`src/rtl/stage_pkg.sv`:
```
// Stage encodings, opcode constants, opcode classes and the per-class stage-path
// helper. The path helper is shared by the sequencer and main_control.
package stage_pkg;

   localparam logic [2:0] STG_IDLE   = 3'b000;
   localparam logic [2:0] STG_FETCH  = 3'b001;
   localparam logic [2:0] STG_DECODE = 3'b010;
   localparam logic [2:0] STG_EXEC   = 3'b011;
   localparam logic [2:0] STG_MEM    = 3'b100;
   localparam logic [2:0] STG_WB     = 3'b101;

   localparam logic [5:0] OP_ADD  = 6'b000001;
   localparam logic [5:0] OP_LW   = 6'b000110;
   localparam logic [5:0] OP_SW   = 6'b000111;
   localparam logic [5:0] OP_BEQ  = 6'b001010;
   localparam logic [5:0] OP_PUSH = 6'b001111;
   localparam logic [5:0] OP_POP  = 6'b010000;

   typedef enum logic [2:0] {
      CLS_NONE = 3'd0,
      CLS_ALU  = 3'd1,
      CLS_LW   = 3'd2,
      CLS_SW   = 3'd3,
      CLS_BR   = 3'd4,
      CLS_JMP  = 3'd5,
      CLS_PUSH = 3'd6,
      CLS_POP  = 3'd7
   } opClass_t;

   typedef struct packed {
      logic       last;
      logic [2:0] nxt;
   } pathStep_t;

   // CLS_NONE ends at decode so an illegal opcode retires there.
   // Idle and the unused codes never report last; the caller handles them.
   function automatic pathStep_t pathNext(input opClass_t cls, input logic [2:0] stg);
      pathStep_t res;
      res.last = 1'b0;
      res.nxt  = STG_IDLE;
      case (stg)
         STG_FETCH: res.nxt = STG_DECODE;
         STG_DECODE: begin
            case (cls)
               CLS_ALU, CLS_LW, CLS_SW, CLS_BR: res.nxt = STG_EXEC;
               CLS_PUSH, CLS_POP:               res.nxt = STG_MEM;
               default:                         res.last = 1'b1;
            endcase
         end
         STG_EXEC: begin
            case (cls)
               CLS_ALU:         res.nxt = STG_WB;
               CLS_LW, CLS_SW:  res.nxt = STG_MEM;
               default:         res.last = 1'b1;
            endcase
         end
         STG_MEM: begin
            case (cls)
               CLS_LW, CLS_PUSH, CLS_POP: res.nxt = STG_WB;
               default:                   res.last = 1'b1;
            endcase
         end
         STG_WB:  res.last = 1'b1;
         default: res.last = 1'b0;
      endcase
      return res;
   endfunction

endpackage

```
`src/rtl/stage_sequencer_if.sv`:
```
// Sequencer control bus; instr_count exists only when STAGE_SEQ_PERF_EN is defined.
// master = processor top driving run/stall/op, slave = the sequencer.
interface stage_sequencer_if;
   logic       run;
   logic       stall;
   logic [5:0] op;
   logic [2:0] stage;
   logic       irWrite;
   logic       instr_done;
   logic       illegal_op;
`ifdef STAGE_SEQ_PERF_EN
   logic [15:0] instr_count;

   modport master (output run, stall, op,
                   input  stage, irWrite, instr_done, illegal_op, instr_count);
   modport slave  (input  run, stall, op,
                   output stage, irWrite, instr_done, illegal_op, instr_count);
`else
   modport master (output run, stall, op,
                   input  stage, irWrite, instr_done, illegal_op);
   modport slave  (input  run, stall, op,
                   output stage, irWrite, instr_done, illegal_op);
`endif
endinterface

```
`src/rtl/stage_sequencer_op_class_decode.sv`:
```
// Combinational opcode classifier and next-stage lookup; zero latency, no state.
// In decode the live opcode picks the path, elsewhere the latched class does.
module op_class_decode
   import stage_pkg::*;
(
   input  logic [5:0] op,
   input  logic [2:0] stage,
   input  opClass_t   clsLatched,
   output opClass_t   opCls,
   output logic       illegal,
   output logic [2:0] nxtStage,
   output logic       lastStage,
   output logic       pathLegal
);

   opClass_t  effCls;
   pathStep_t stepRes;

   always_comb begin
      opCls = CLS_NONE;
      if (op inside {[6'd0:6'd5]})        opCls = CLS_ALU;
      else if (op == OP_LW)               opCls = CLS_LW;
      else if (op == OP_SW)               opCls = CLS_SW;
      else if (op inside {[6'd8:6'd11]})  opCls = CLS_BR;
      else if (op inside {[6'd12:6'd14]}) opCls = CLS_JMP;
      else if (op == OP_PUSH)             opCls = CLS_PUSH;
      else if (op == OP_POP)              opCls = CLS_POP;
   end

   assign illegal   = (opCls == CLS_NONE);
   assign effCls    = (stage == STG_DECODE) ? opCls : clsLatched;
   assign stepRes   = pathNext(effCls, stage);
   assign nxtStage  = stepRes.nxt;
   assign lastStage = stepRes.last;
   assign pathLegal = (effCls != CLS_NONE);

endmodule

```
`src/rtl/stage_sequencer.sv`:
```
// Multi-cycle stage sequencer: fetch one edge after run in idle, 2-5 cycles per instruction.
// stall freezes stage/class and masks pulses; STAGE_SEQ_PERF_EN adds instr_count.
module stage_sequencer
   import stage_pkg::*;
(
   input  logic               clk,
   input  logic               rst_n,
   stage_sequencer_if.slave   bus
);

   logic [2:0] stageQ;
   opClass_t   clsQ;
   opClass_t   opCls;
   logic       illegal;
   logic [2:0] nxtStage;
   logic       lastStage;
   logic       pathLegal;
   logic       advance;
   logic       doneHit;

   op_class_decode u_decode (
      .op         (bus.op),
      .stage      (stageQ),
      .clsLatched (clsQ),
      .opCls      (opCls),
      .illegal    (illegal),
      .nxtStage   (nxtStage),
      .lastStage  (lastStage),
      .pathLegal  (pathLegal)
   );

   assign advance = !bus.stall;
   assign doneHit = lastStage && advance && pathLegal;

   always_ff @(posedge clk) begin
      if (!rst_n) begin
         stageQ <= STG_IDLE;
         clsQ   <= CLS_NONE;
      end else if (stageQ == STG_IDLE) begin
         if (bus.run) stageQ <= STG_FETCH;
      end else if (stageQ > STG_WB) begin
         // unused codes recover to idle without waiting on stall
         stageQ <= STG_IDLE;
      end else if (advance) begin
         if (stageQ == STG_DECODE) clsQ <= opCls;
         if (lastStage) stageQ <= bus.run ? STG_FETCH : STG_IDLE;
         else           stageQ <= nxtStage;
      end
   end

   assign bus.stage      = stageQ;
   assign bus.irWrite    = (stageQ == STG_FETCH) && advance;
   assign bus.instr_done = doneHit;
   assign bus.illegal_op = (stageQ == STG_DECODE) && advance && illegal;

`ifdef STAGE_SEQ_PERF_EN
   logic [15:0] instrCountQ;

   always_ff @(posedge clk) begin
      if (!rst_n)       instrCountQ <= '0;
      else if (doneHit) instrCountQ <= instrCountQ + 16'd1;
   end

   assign bus.instr_count = instrCountQ;
`endif

endmodule

```
`src/flat_wrapper.sv`:
```
// flat-port wrapper written by rule: the top's interface ports become plain ports
module stage_sequencer_flat import stage_pkg::*;
  (clk, rst_n, bus_run, bus_stall, bus_op, bus_stage, bus_irWrite, bus_instr_done, bus_illegal_op);
  stage_sequencer_if bus_i ();
  input  logic clk;
  input  logic rst_n;
  input wire logic [$bits(bus_i.run)-1:0] bus_run;
  input wire logic [$bits(bus_i.stall)-1:0] bus_stall;
  input wire logic [$bits(bus_i.op)-1:0] bus_op;
  output wire logic [$bits(bus_i.stage)-1:0] bus_stage;
  output wire logic [$bits(bus_i.irWrite)-1:0] bus_irWrite;
  output wire logic [$bits(bus_i.instr_done)-1:0] bus_instr_done;
  output wire logic [$bits(bus_i.illegal_op)-1:0] bus_illegal_op;
  assign bus_i.run = bus_run;
  assign bus_i.stall = bus_stall;
  assign bus_i.op = bus_op;
  assign bus_stage = bus_i.stage;
  assign bus_irWrite = bus_i.irWrite;
  assign bus_instr_done = bus_i.instr_done;
  assign bus_illegal_op = bus_i.illegal_op;
  stage_sequencer u_core (.clk(clk), .rst_n(rst_n), .bus(bus_i));
endmodule
```
`config.mk`:
```
export PLATFORM = sky130hd
export DESIGN_NAME = stage_sequencer_flat
export DESIGN_NICKNAME = d
export VERILOG_FILES = /design/src/rtl/stage_pkg.sv /design/src/rtl/stage_sequencer_if.sv /design/src/rtl/stage_sequencer_op_class_decode.sv /design/src/rtl/stage_sequencer.sv /design/src/flat_wrapper.sv
export SDC_FILE = /design/constraint.sdc
export NUM_CORES = 1
export LEC_CHECK = 0
export ABC_AREA = 1
export ABC_CLOCK_PERIOD_IN_PS = 2600
export CORE_MARGIN = 4
export CORE_UTILIZATION = 48
export DETAILED_ROUTE_END_ITERATION = 8
export PLACE_DENSITY_LB_ADDON = 0.25
export REMOVE_ABC_BUFFERS = 1
export SETUP_SLACK_MARGIN = 0.5
export SLEW_MARGIN = 15
export SYNTH_ARGS = -nofsm -noshare
export SYNTH_HDL_FRONTEND = slang
export SYNTH_HIERARCHICAL = 1
export SYNTH_SLANG_ARGS = --single-unit
```
`constraint.sdc`:
```
create_clock -name clk -period 2.6 [get_ports clk]
set_input_delay 0.52 -clock clk [delete_from_list [all_inputs] [get_ports clk]]
set_output_delay 0.52 -clock clk [all_outputs]
set_load 0.005 [all_outputs]
```
==> impl_metrics.env, run 1 <==
export IMPL_outcome="finished clean"
export IMPL_clkSlewWorstSetupHoldPaths_ns=0.05
export IMPL_max_freq_mhz=399
export IMPL_critPathRequiredTime_ns=2.77
export IMPL_post_drt_wl_per_cell_um=17.3
export IMPL_p_int_mw=0.390
export IMPL_slowest_delay_ns=0.17
export IMPL_viasPerCell=6.06
export IMPL_drive_above_1_share_pct=48.8
export IMPL_ant_nets=0
export IMPL_min_period_ns=2.50
export IMPL_clock_skew_final_ns=0.00170
export IMPL_critical_path_slowest_cell="nor2_1"
export IMPL_end_kind="register"
export IMPL_io_pins=16
export IMPL_synth_area_per_cell_sq_um=5.45
export IMPL_grt_pass1_wl_mm=3.84
export IMPL_antenna_found_initial=0
export IMPL_grt_max_degree=10
export IMPL_dieArea_sq_um=2040
export IMPL_power_density_nw_per_um2=592
export IMPL_ys_seq_elements=6
export IMPL_share_seq_of_total_power_pct=16.8
export IMPL_syn_to_final_growth_pct=84.6
export IMPL_final_max_slew_violation_count=0
export IMPL_setup_violations=0
export IMPL_overflow=0
export IMPL_clkLatencyLatePin_ns=0.25
export IMPL_drt_iter0_drc=43
export IMPL_regToRegSetupSlack_ns=0.13
export IMPL_fin_crit_sh_pct=96.3
export IMPL_worst_ir_drop_vdd_mv=0.516
export IMPL_wl_mm=3.20
export IMPL_cts_path_max_buffers=2
export IMPL_drtPass1Iterations=4
export IMPL_cts_sinks=6
export IMPL_fin_nets=182
export IMPL_post_dp_hpwl_mm=1.46
export IMPL_p_leak_nw=0.622
export IMPL_worst_slew_pin_slew_ns=0.297
export IMPL_crit_chain="buf_2, nand2_2, nor2_1, nand2_1, nand4_1, nand2_2, inv_1, nand2_1, nand2_1, nand4_1, buf_4, buf_6, buf_6, buf_6, inv_4, nand2_1, nand3_1, nand2_1, nand2_1, nand2_1, nor2_1"
export IMPL_crit_type="in -> reg"
export IMPL_startpoint_type="input pin"
export IMPL_fin_area_sq_um=1230
export IMPL_ys_seq_area_share_pct=18.1
export IMPL_cp_num_buf_inv=7
export IMPL_die_x_um=45.2
export IMPL_dpl_cell_area_sq_um=931
export IMPL_tritoncts="yes"
export IMPL_slew_limit_headroom_pct=80.0
export IMPL_n_antenna_cell=0
export IMPL_grt_pass1_vias=895
export IMPL_netlist_area_sq_um=664
export IMPL_num_rows=13
export IMPL_root_buffer="clkbuf_4"
export IMPL_switching_power_mw=0.336
export IMPL_cap_viol_max_count=0
export IMPL_core_area_sq_um=1300
export IMPL_place_congestion=0.855
export IMPL_hold_buffers=0
export IMPL_synth_cells=122
export IMPL_power_total_mw=0.726
export IMPL_hp_class="reg -> reg"
export IMPL_io_buffers=15
export IMPL_p_sw_share_pct=46.2
export IMPL_ys_types=17
export IMPL_h_tree_depth=1
export IMPL_arrival_ns=2.68
export IMPL_via_count=1121
export IMPL_grt_setup_unrepaired="true"
export IMPL_die_h_um=45.2
export IMPL_cp_max_fo=6
export IMPL_drc=0
export IMPL_pwr_share_clk_pct=12.1
export IMPL_p_comb_share_pct=71.1
export IMPL_synth_warnings=6
export IMPL_hold_violations=0
export IMPL_fill_cells=43
export IMPL_grt_usage_pct=25.4
export IMPL_critical_path_top_delay_family="simple AND/OR/NAND/NOR gates"
export IMPL_cts_buffers=3
export IMPL_cp_common_cell="nand2_1"
export IMPL_start_util_pct=51.1
-- placed cells by master (no fill, tap or decap), types with 6 or more instances in the layout --
master,count
nand4_1,7
nor2_1,7
buf_6,8
nand3_1,11
buf_4,24
nand2_2,11
nand3_2,10
inv_1,19
nand2_1,20
clkdlybuf4s50_1,6
-- synthesized netlist by cell type --
| cell | count | area (sq um) |
|---|---|---|
| nand2_1 | 32 | 120 |
| inv_1 | 23 | 86.3 |
| nand3_1 | 19 | 95.1 |
| nor2_1 | 12 | 45.0 |
| nand4_1 | 7 | 43.8 |
| a21oi_1 | 6 | 30.0 |
| dfxtp_1 | 6 | 120 |
| nand3_2 | 4 | 40.0 |
| o21ai_0 | 3 | 15.0 |
| nand2_2 | 2 | 12.5 |
| nor2_2 | 2 | 12.5 |
| a31oi_1 | 1 | 6.26 |
| and2_1 | 1 | 6.26 |
| inv_2 | 1 | 3.75 |
| nor3_1 | 1 | 5.00 |
| nor3_4 | 1 | 16.3 |
| nor4_1 | 1 | 6.26 |
-- routing by layer --
metal / vias to the layer above / GRT usage [%] / wire length, um / part of all wire [%]
met5: - / 0 / 0 / 0
li1: 497 / - / - / -
met1: 509 / 33.4 / 1260 / 39
met2: 91 / 41.8 / 1510 / 47
met4: 0 / 10.5 / 199 / 6.2
met3: 24 / 2.79 / 231 / 7.2
-- final timing paths --
path                            start             endpoint  depth (start not counted)
hold reg to reg        u_core/clsQ[2]       u_core/clsQ[2]                          2
hold / removal         u_core/clsQ[2]       u_core/clsQ[2]                          2
setup reg to reg  u_core/bus.stage[1]  u_core/bus.stage[0]                         20
setup / recovery            bus_op[0]  u_core/bus.stage[0]                         21
-- sequential cells by signal, indices dropped and copies added (netlist names) --
signal	flops
u_core/bus.stage	3
u_core/clsQ	3
-- metrics by stage --
step | TNS (ns) | std cells | util [%] | setup slack [ns] | hold WS, ns
finish | 0 | 185 | 94.2 | 0.0955 | 0.454
global route | -0.109 | 185 | 94.2 | -0.0754 | 0.496
CTS | 0 | 181 | 87.3 | 0.259 | 0.454
detailed placement | -0.836 | 165 | 71.5 | -0.548 | 0.445
global placement | -0.575 | 165 | 71.5 | -0.477 | 0.432
floorplan | 0 | 122 | - | 0.480 | 0.423
-- cell families (layout without fill, tap and decap cells) --
family	Yosys count	in the layout	share of synthesized area (%)
and+or+nand+nor	82	82	60.6
buffers and inverters	24	72	13.6
AOI/OAI and AO/OA	10	10	7.72
DFF	6	6	18.1
-- area by class of cell --
type                            count  area (sq um)  area share (%)
Tap cell                           15          18.8            1.53
Multi-Input combinational cell     92           596            48.6
Timing Repair Buffer               45           373            30.4
Clock buffer                        3          22.5            1.84
Sequential cell                     6           124            10.1
Inverter                           24          92.6            7.55
-- worst reg2reg max path, stage by stage (launching register included) --
cell     delay, ns
dfxtp_2       0.34
inv_2         0.06
nor3_4        0.25
inv_2         0.10
nand2_1       0.09
nand2_2       0.07
inv_2         0.13
nand3_1       0.12
nand3_1       0.11
nand4_1       0.10
buf_4         0.15
buf_6         0.11
buf_6         0.10
buf_6         0.12
inv_4         0.06
nand2_1       0.05
nand3_1       0.08
nand2_1       0.08
nand2_1       0.08
nand2_1       0.07
nor2_1        0.12
-- power by group through the flow --
stage          clock, mW  combinational (mW)  sequential [mW]
2_1_floorplan          0               0.172            0.130
3_5_place_dp           0               0.306            0.118
4_1_cts           0.0844               0.418            0.119
6_report          0.0878               0.516            0.122
3_3_place_gp           0               0.300            0.117
5_1_grt           0.0965               0.546            0.123
-- repair_timing --
item / in CTS / in global routing
pin swaps: 32 / 23
gates resized for setup: 65 / 19
buffers inserted: 13 / 4
endpoints found under the setup margin: 6 / 6
Note: power is estimated with default switching activity, not from simulation.
==> run 2, diff against run 1 <==
- SLEW_MARGIN: 15 -> 5
==> results of run 2 <==
Same layout as run 1: the final DEF is identical, and so are final timing and power.
